==> src/rtl/wishbone_slave_if.sv <==
// Wishbone bus bundle between a single master and the SD-host register slave.
// The master holds strobe_i until it sees ack_o; the slave answers each strobe assertion with exactly one ack_o pulse.
interface wishbone_slave_if;
  logic        strobe_i;
  logic        we_i;
  logic        adr_i;
  logic [63:0] wb_data_i;
  logic        ack_o;
  logic [63:0] wb_data_o;

  modport slave (
    input  strobe_i,
    input  we_i,
    input  adr_i,
    input  wb_data_i,
    output ack_o,
    output wb_data_o
  );

  modport master (
    output strobe_i,
    output we_i,
    output adr_i,
    output wb_data_i,
    input  ack_o,
    input  wb_data_o
  );
endinterface

==> src/rtl/wishbone_slave.sv <==
// Wishbone slave front-end for an SD engine: a command latch, a TX FIFO toward the engine and an RX FIFO from it.
// SD-side handshakes: a word moves on a clock edge where valid and ready are both high; valid never waits on ready.
module wishbone_slave #(
  parameter int FIFO_DEPTH = 4
) (
  input  logic              clock,
  input  logic              reset,
  wishbone_slave_if.slave   wb,
  output logic [63:0]       cmd_o,
  output logic              cmd_valid_o,
  input  logic              cmd_ack_i,
  output logic [63:0]       tx_data_o,
  output logic              tx_valid_o,
  input  logic              tx_ready_i,
  input  logic [63:0]       rx_data_i,
  input  logic              rx_valid_i,
  output logic              rx_ready_o,
  output logic [1:0]        dbg_state
);

  typedef enum logic [1:0] {IDLE = 2'd0, ACK = 2'd1, WAIT_RELEASE = 2'd2} state_t;

  state_t      state;
  logic [63:0] tx_mem [FIFO_DEPTH];
  logic [63:0] rx_mem [FIFO_DEPTH];
  logic [1:0]  tx_wptr, tx_rptr, rx_wptr, rx_rptr;
  logic [2:0]  tx_count, rx_count;

  logic idle_req, cmd_wr, tx_push, tx_pop, rx_push, rx_pop, stat_rd, serviced;

  // Every bus-side FIFO/command effect happens on the single IDLE->ACK edge.
  assign idle_req = (state == IDLE) && wb.strobe_i;
  assign cmd_wr   = idle_req &&  wb.we_i && !wb.adr_i && !cmd_valid_o;
  assign tx_push  = idle_req &&  wb.we_i &&  wb.adr_i && (tx_count != 3'(FIFO_DEPTH));
  assign rx_pop   = idle_req && !wb.we_i &&  wb.adr_i && (rx_count != 3'd0);
  assign stat_rd  = idle_req && !wb.we_i && !wb.adr_i;
  assign serviced = cmd_wr || tx_push || rx_pop || stat_rd;

  assign tx_valid_o = (tx_count != 3'd0);
  assign rx_ready_o = (rx_count != 3'(FIFO_DEPTH));
  assign tx_pop     = tx_valid_o && tx_ready_i;
  assign rx_push    = rx_valid_i && rx_ready_o;
  assign tx_data_o  = tx_mem[tx_rptr];
  assign dbg_state  = state;

  always_ff @(posedge clock or negedge reset) begin
    if (!reset) begin
      state        <= IDLE;
      wb.ack_o     <= 1'b0;
      wb.wb_data_o <= 64'd0;
      cmd_o        <= 64'd0;
      cmd_valid_o  <= 1'b0;
    end else begin
      case (state)
        IDLE: begin
          if (serviced) begin
            state    <= ACK;
            wb.ack_o <= 1'b1;
          end
        end
        ACK: begin
          state    <= WAIT_RELEASE;
          wb.ack_o <= 1'b0;
        end
        WAIT_RELEASE: begin
          if (!wb.strobe_i) state <= IDLE;
        end
        default: begin
          state    <= IDLE;
          wb.ack_o <= 1'b0;
        end
      endcase

      // A write needs cmd_valid_o low, so it never meets a live cmd_ack_i.
      if (cmd_wr) begin
        cmd_o       <= wb.wb_data_i;
        cmd_valid_o <= 1'b1;
      end else if (cmd_ack_i) begin
        cmd_valid_o <= 1'b0;
      end

      if (rx_pop)
        wb.wb_data_o <= rx_mem[rx_rptr];
      else if (stat_rd)
        wb.wb_data_o <= {57'd0, rx_count, tx_count, cmd_valid_o};
    end
  end

  always_ff @(posedge clock or negedge reset) begin
    if (!reset) begin
      tx_wptr  <= 2'd0;
      tx_rptr  <= 2'd0;
      tx_count <= 3'd0;
      for (int i = 0; i < FIFO_DEPTH; i++) tx_mem[i] <= 64'd0;
    end else begin
      if (tx_push) begin
        tx_mem[tx_wptr] <= wb.wb_data_i;
        tx_wptr         <= tx_wptr + 2'd1;
      end
      if (tx_pop) tx_rptr <= tx_rptr + 2'd1;
      case ({tx_push, tx_pop})
        2'b10:   tx_count <= tx_count + 3'd1;
        2'b01:   tx_count <= tx_count - 3'd1;
        default: tx_count <= tx_count;
      endcase
    end
  end

  always_ff @(posedge clock or negedge reset) begin
    if (!reset) begin
      rx_wptr  <= 2'd0;
      rx_rptr  <= 2'd0;
      rx_count <= 3'd0;
      for (int i = 0; i < FIFO_DEPTH; i++) rx_mem[i] <= 64'd0;
    end else begin
      if (rx_push) begin
        rx_mem[rx_wptr] <= rx_data_i;
        rx_wptr         <= rx_wptr + 2'd1;
      end
      if (rx_pop) rx_rptr <= rx_rptr + 2'd1;
      case ({rx_push, rx_pop})
        2'b10:   rx_count <= rx_count + 3'd1;
        2'b01:   rx_count <= rx_count - 3'd1;
        default: rx_count <= rx_count;
      endcase
    end
  end

endmodule

==> src/flat_wrapper.sv <==
// flat-port wrapper written by rule: the top's interface ports become plain ports
module wishbone_slave_flat 
#(
  parameter int FIFO_DEPTH = 4
)
  (clock, reset, cmd_o, cmd_valid_o, cmd_ack_i, tx_data_o, tx_valid_o, tx_ready_i, rx_data_i, rx_valid_i, rx_ready_o, dbg_state, wb_strobe_i, wb_we_i, wb_adr_i, wb_wb_data_i, wb_ack_o, wb_wb_data_o);
  wishbone_slave_if wb_i ();
  input  logic clock;
  input  logic reset;
  output logic [63:0] cmd_o;
  output logic cmd_valid_o;
  input  logic cmd_ack_i;
  output logic [63:0] tx_data_o;
  output logic tx_valid_o;
  input  logic tx_ready_i;
  input  logic [63:0] rx_data_i;
  input  logic rx_valid_i;
  output logic rx_ready_o;
  output logic [1:0] dbg_state;
  input wire logic [$bits(wb_i.strobe_i)-1:0] wb_strobe_i;
  input wire logic [$bits(wb_i.we_i)-1:0] wb_we_i;
  input wire logic [$bits(wb_i.adr_i)-1:0] wb_adr_i;
  input wire logic [$bits(wb_i.wb_data_i)-1:0] wb_wb_data_i;
  output wire logic [$bits(wb_i.ack_o)-1:0] wb_ack_o;
  output wire logic [$bits(wb_i.wb_data_o)-1:0] wb_wb_data_o;
  assign wb_i.strobe_i = wb_strobe_i;
  assign wb_i.we_i = wb_we_i;
  assign wb_i.adr_i = wb_adr_i;
  assign wb_i.wb_data_i = wb_wb_data_i;
  assign wb_ack_o = wb_i.ack_o;
  assign wb_wb_data_o = wb_i.wb_data_o;
  wishbone_slave #(.FIFO_DEPTH(FIFO_DEPTH)) u_core (.clock(clock), .reset(reset), .wb(wb_i), .cmd_o(cmd_o), .cmd_valid_o(cmd_valid_o), .cmd_ack_i(cmd_ack_i), .tx_data_o(tx_data_o), .tx_valid_o(tx_valid_o), .tx_ready_i(tx_ready_i), .rx_data_i(rx_data_i), .rx_valid_i(rx_valid_i), .rx_ready_o(rx_ready_o), .dbg_state(dbg_state));
endmodule
==> config.mk <==
export PLATFORM = sky130hd
export DESIGN_NAME = wishbone_slave_flat
export DESIGN_NICKNAME = d
export VERILOG_FILES = /design/src/rtl/wishbone_slave_if.sv /design/src/rtl/wishbone_slave.sv /design/src/flat_wrapper.sv
export SDC_FILE = /design/constraint.sdc
export NUM_CORES = 1
export LEC_CHECK = 0
export ABC_AREA = 1
export BUFFER_PORTS_ARGS = -buffer_cell sky130_fd_sc_hd__buf_2
export CORE_MARGIN = 5
export CORE_UTILIZATION = 53
export CTS_CLUSTER_DIAMETER = 50
export DETAILED_ROUTE_END_ITERATION = 12
export GPL_ROUTABILITY_DRIVEN = 0
export PLACE_DENSITY = 0.79
export SYNTH_ARGS = -nofsm -noshare
export SYNTH_HDL_FRONTEND = slang
export SYNTH_SLANG_ARGS = --single-unit
==> constraint.sdc <==
create_clock -name clock -period 2.4 [get_ports clock]
set_clock_uncertainty 0.15 [all_clocks]
set_input_delay 0.24 -clock clock [delete_from_list [all_inputs] [get_ports clock]]
set_output_delay 0.24 -clock clock [all_outputs]
set_load 0.03 [all_outputs]
==> flow_summary.toml <==
[synthesis]
syn_area_sq_um = 29000
synth-edff-count = 0
ys_ff_latch = 658
synthTopCellsByArea = "dfrtp_1 (57%), nand2_1 (14%), o21ai_0 (9.9%), nor2_1 (3.4%), o21ai_2 (3.0%)"
synthArstFlopShare = 1.00
synth_top_family_by_area = "compound AO/OA/AOI/OAI gates"
yosysMostFrequentCell = "nand2_1"
synthXorXnorAreaFrac = 0.00212
synth_top_cell_by_area = "dfrtp_1"
ys_top_cells_by_count = "nand2_1 (1070), dfrtp_1 (658), o21ai_0 (571), nor2_1 (260), o21ai_1 (157)"
yosysWarningCount = 0
synth_mux_area_frac = 0
synthSimpleGateAreaFrac = 0.179
synth_seq_area_share = 0.568
synth_compound_area_frac = 0.183
synth_nets = 3489
ys.flop_type = "dfrtp_1"
syn-mean-instance-area_sq_um = 8.67
synth_top_cell_area_share = 0.568
syn_inst = 3341
synth.distinct_cells = 27
synthAdderAreaFrac = 0.00570

[die]
die_h_um = 244
dieArea_sq_um = 59400
rows = 85
core_area_sq_um = 54000
top_level_ports = 334
initial_core_util = 0.536
chipWidth_um = 244

[setup_path]
worstSetupStartpointType = "register"
worst_ep_arrival_time_ps = 2030
reg2reg_to = "u_core.rx_count[2]$_DFFE_PN0P_"
critPathMaxFanout = 21
worst_r2r_path_depth = 9
endpoint_kind = "primary output"
cp.required_ps = 2010
critPathCapture = "tx_data_o[49]"
worstSetupStartpoint = "u_core.tx_rptr[0]$_DFFE_PN0P_"
r2r-start = "u_core.dbg_state[1]$_DFFE_PN0P_"
regToRegSetupSlack_ps = 210
path_class = "register to primary output"

[drt]
wire_per_inst_um = 18.7
drt_wl_total_um = 84000
detail_route.vias_per_cell = 5.69
antenna_left = 0
drt_first_pass_iters = 6
remaining_drc_errors = 0
vias = 25600
dr.first_iter.drc_count = 2540

[clocking]
root_buffer = "clkbuf_16"
path_clk_slew_ps = 60
cts_made_buffers = 71
cts_tree = "built"
clock_path_buffers = 3
htree_levels = 3
cts_sinks = 658
clk_latency_ps = 600

[power]
seqPwrFrac = 0.344
p_sw_frac = 0.420
switchingPower_mw = 22.5
p_int_mw = 31.0
p_leak_nw = 17.9
p_comb_frac = 0.435
ir_drop_uv = 906
power.density_nw_per_um2 = 1490
pwr-share-clk = 0.221

[sta]
hold_viol = 0
fmax_mhz = 414
worst_pin_slew_ps = 822
hold_ws_ps = 183
setup_viol = 3
layout_setup_ws_ps = -17.1
maxSlewViolCount = 0
period_share = 1.01
fin_crit_ps = 2420
rsz0062_at_grt = "true"
slew_headroom = 0.452

[global_routing]
grt_pass1_wl_um = 137000
overflow = 0
grt_pass1_vias = 25700
globalRouteTotalUtil = 0.279
antenna_found_initial = 6
grt_max_degree = 130

[finish]
utilization = 0.664
drive_above_1_share = 0.184
nets = 3883
area_delta_synth_final_pct = 23.9

[job]
drv_cap = 0

[status]
violations = "negative setup slack"
status = "finished with violations"

[placed_design]
portBuffers = 333
dp_hpwl_um = 46400

[worst_hold_path]
hold_class = "input port to async pin"
==> worst min-delay path by stage <==
| stage | start | end |
|---|---|---|
| 2_1_floorplan | reset | u_core.cmd_o[0]$_DFFE_PN0P_ |
| 5_1_grt | reset | u_core.rx_mem[74]$_DFFE_PN0P_ |
| 3_3_place_gp | reset | u_core.tx_mem[206]$_DFFE_PN0P_ |
| 6_report | reset | u_core.tx_mem[208]$_DFFE_PN0P_ |
| 3_5_place_dp | reset | u_core.tx_mem[206]$_DFFE_PN0P_ |
| 4_1_cts | reset | u_core.rx_mem[71]$_DFFE_PN0P_ |
==> cell type report <==
type	instances	area, sq um
Clock buffer	102	2160
Multi-Input combinational cell	2338	10900
Timing Repair inverter	1	16.3
Inverter	97	378
Timing Repair Buffer	568	4660
Sequential cell	658	16500
Fill cell	4029	18100
Antenna cell	6	15.0
Clock inverter	26	400
Tap cell	696	871
==> kinds of logic after synthesis <==
| family | after synthesis |
|---|---|
| adders and majority gates | 12 |
| xor gates and xnor gates | 7 |
| DFF | 658 |
| and+or+nand+nor | 1363 |
| AOI/OAI and AO/OA | 956 |
| buffers and inverters | 345 |
==> critical path, cell delays in order (launching register included) <==
cell and delay, ps:
dfrtp_4 510, buf_8 160, clkinv_8 100, buf_16 170
o21ai_0 120, o22ai_2 210, buf_6 170
==> power groups by stage <==
stage	registers [mW]	logic (mW)	clock network, mW
finish	18.4	23.3	11.8
global route	18.9	25.3	12.4
CTS	18.2	22.7	11.9
detailed placement	18.3	20.9	0
global placement	18.1	20.4	0
floorplan	19.7	12.8	0
==> layout by cell type, fill, tap and decap left out, drive strengths merged <==
master / count
nor2: 263
nand3: 21
clkinv: 12
ha: 10
clkinvlp: 2
o211ai: 1
xnor2: 2
buf: 431
clkbuf: 103
bufinv: 9
diode: 6
nand4: 3
o22ai: 120
xor2: 5
nand2: 1076
dfrtp: 658
a21oi: 8
fa: 2
o21ai: 827
inv: 101
dlygate4sd3: 136
==> what timing repair did <==
| item | 4_1_cts | 5_1_grt |
|---|---|---|
| endpoints found under the setup margin | 60 | 52 |
| hold endpoints to repair | 1101 | 0 |
| gates resized for setup | 93 | 47 |
| gates cloned | 8 | 1 |
| setup buffers | 4 | 1 |
| hold buffers | 137 | 0 |
| pin swaps | 12 | 13 |
==> through the flow <==
stage               total power, mW  worst slack (ps)  std cells  area, sq um  TNS (ps)
finish                         53.5             -17.1       4492        35900     -22.6
global route                   56.7             -54.9       4491        35900      -763
CTS                            52.9             -36.0       4485        35800      -230
detailed placement             39.2               228       4208        31300         0
global placement               38.5               236       4208        31300         0
floorplan                      32.4              2.03       3341        29000         0
==> flip-flops by register name, summed over array words and instances, names as in the netlist <==
name                 cells
u_core.rx_mem          256
u_core.tx_mem          256
u_core.cmd_o            64
u_core.wb.wb_data_o     64
u_core.rx_count          3
u_core.tx_count          3
u_core.dbg_state         2
u_core.rx_rptr           2
u_core.rx_wptr           2
u_core.tx_rptr           2
u_core.tx_wptr           2
u_core.cmd_valid_o       1
u_core.wb.ack_o          1
==> metal layers <==
| layer | track usage | vias up | share of wire |
|---|---|---|---|
| met4 | 0.113 | 2 | 0.033 |
| met2 | 0.462 | 1183 | 0.49 |
| li1 | - | 11800 | - |
| met1 | 0.363 | 12400 | 0.39 |
| met3 | 0.0541 | 207 | 0.079 |
| met5 | 0 | - | 0.00015 |
Power figures use the tool's default switching activity.
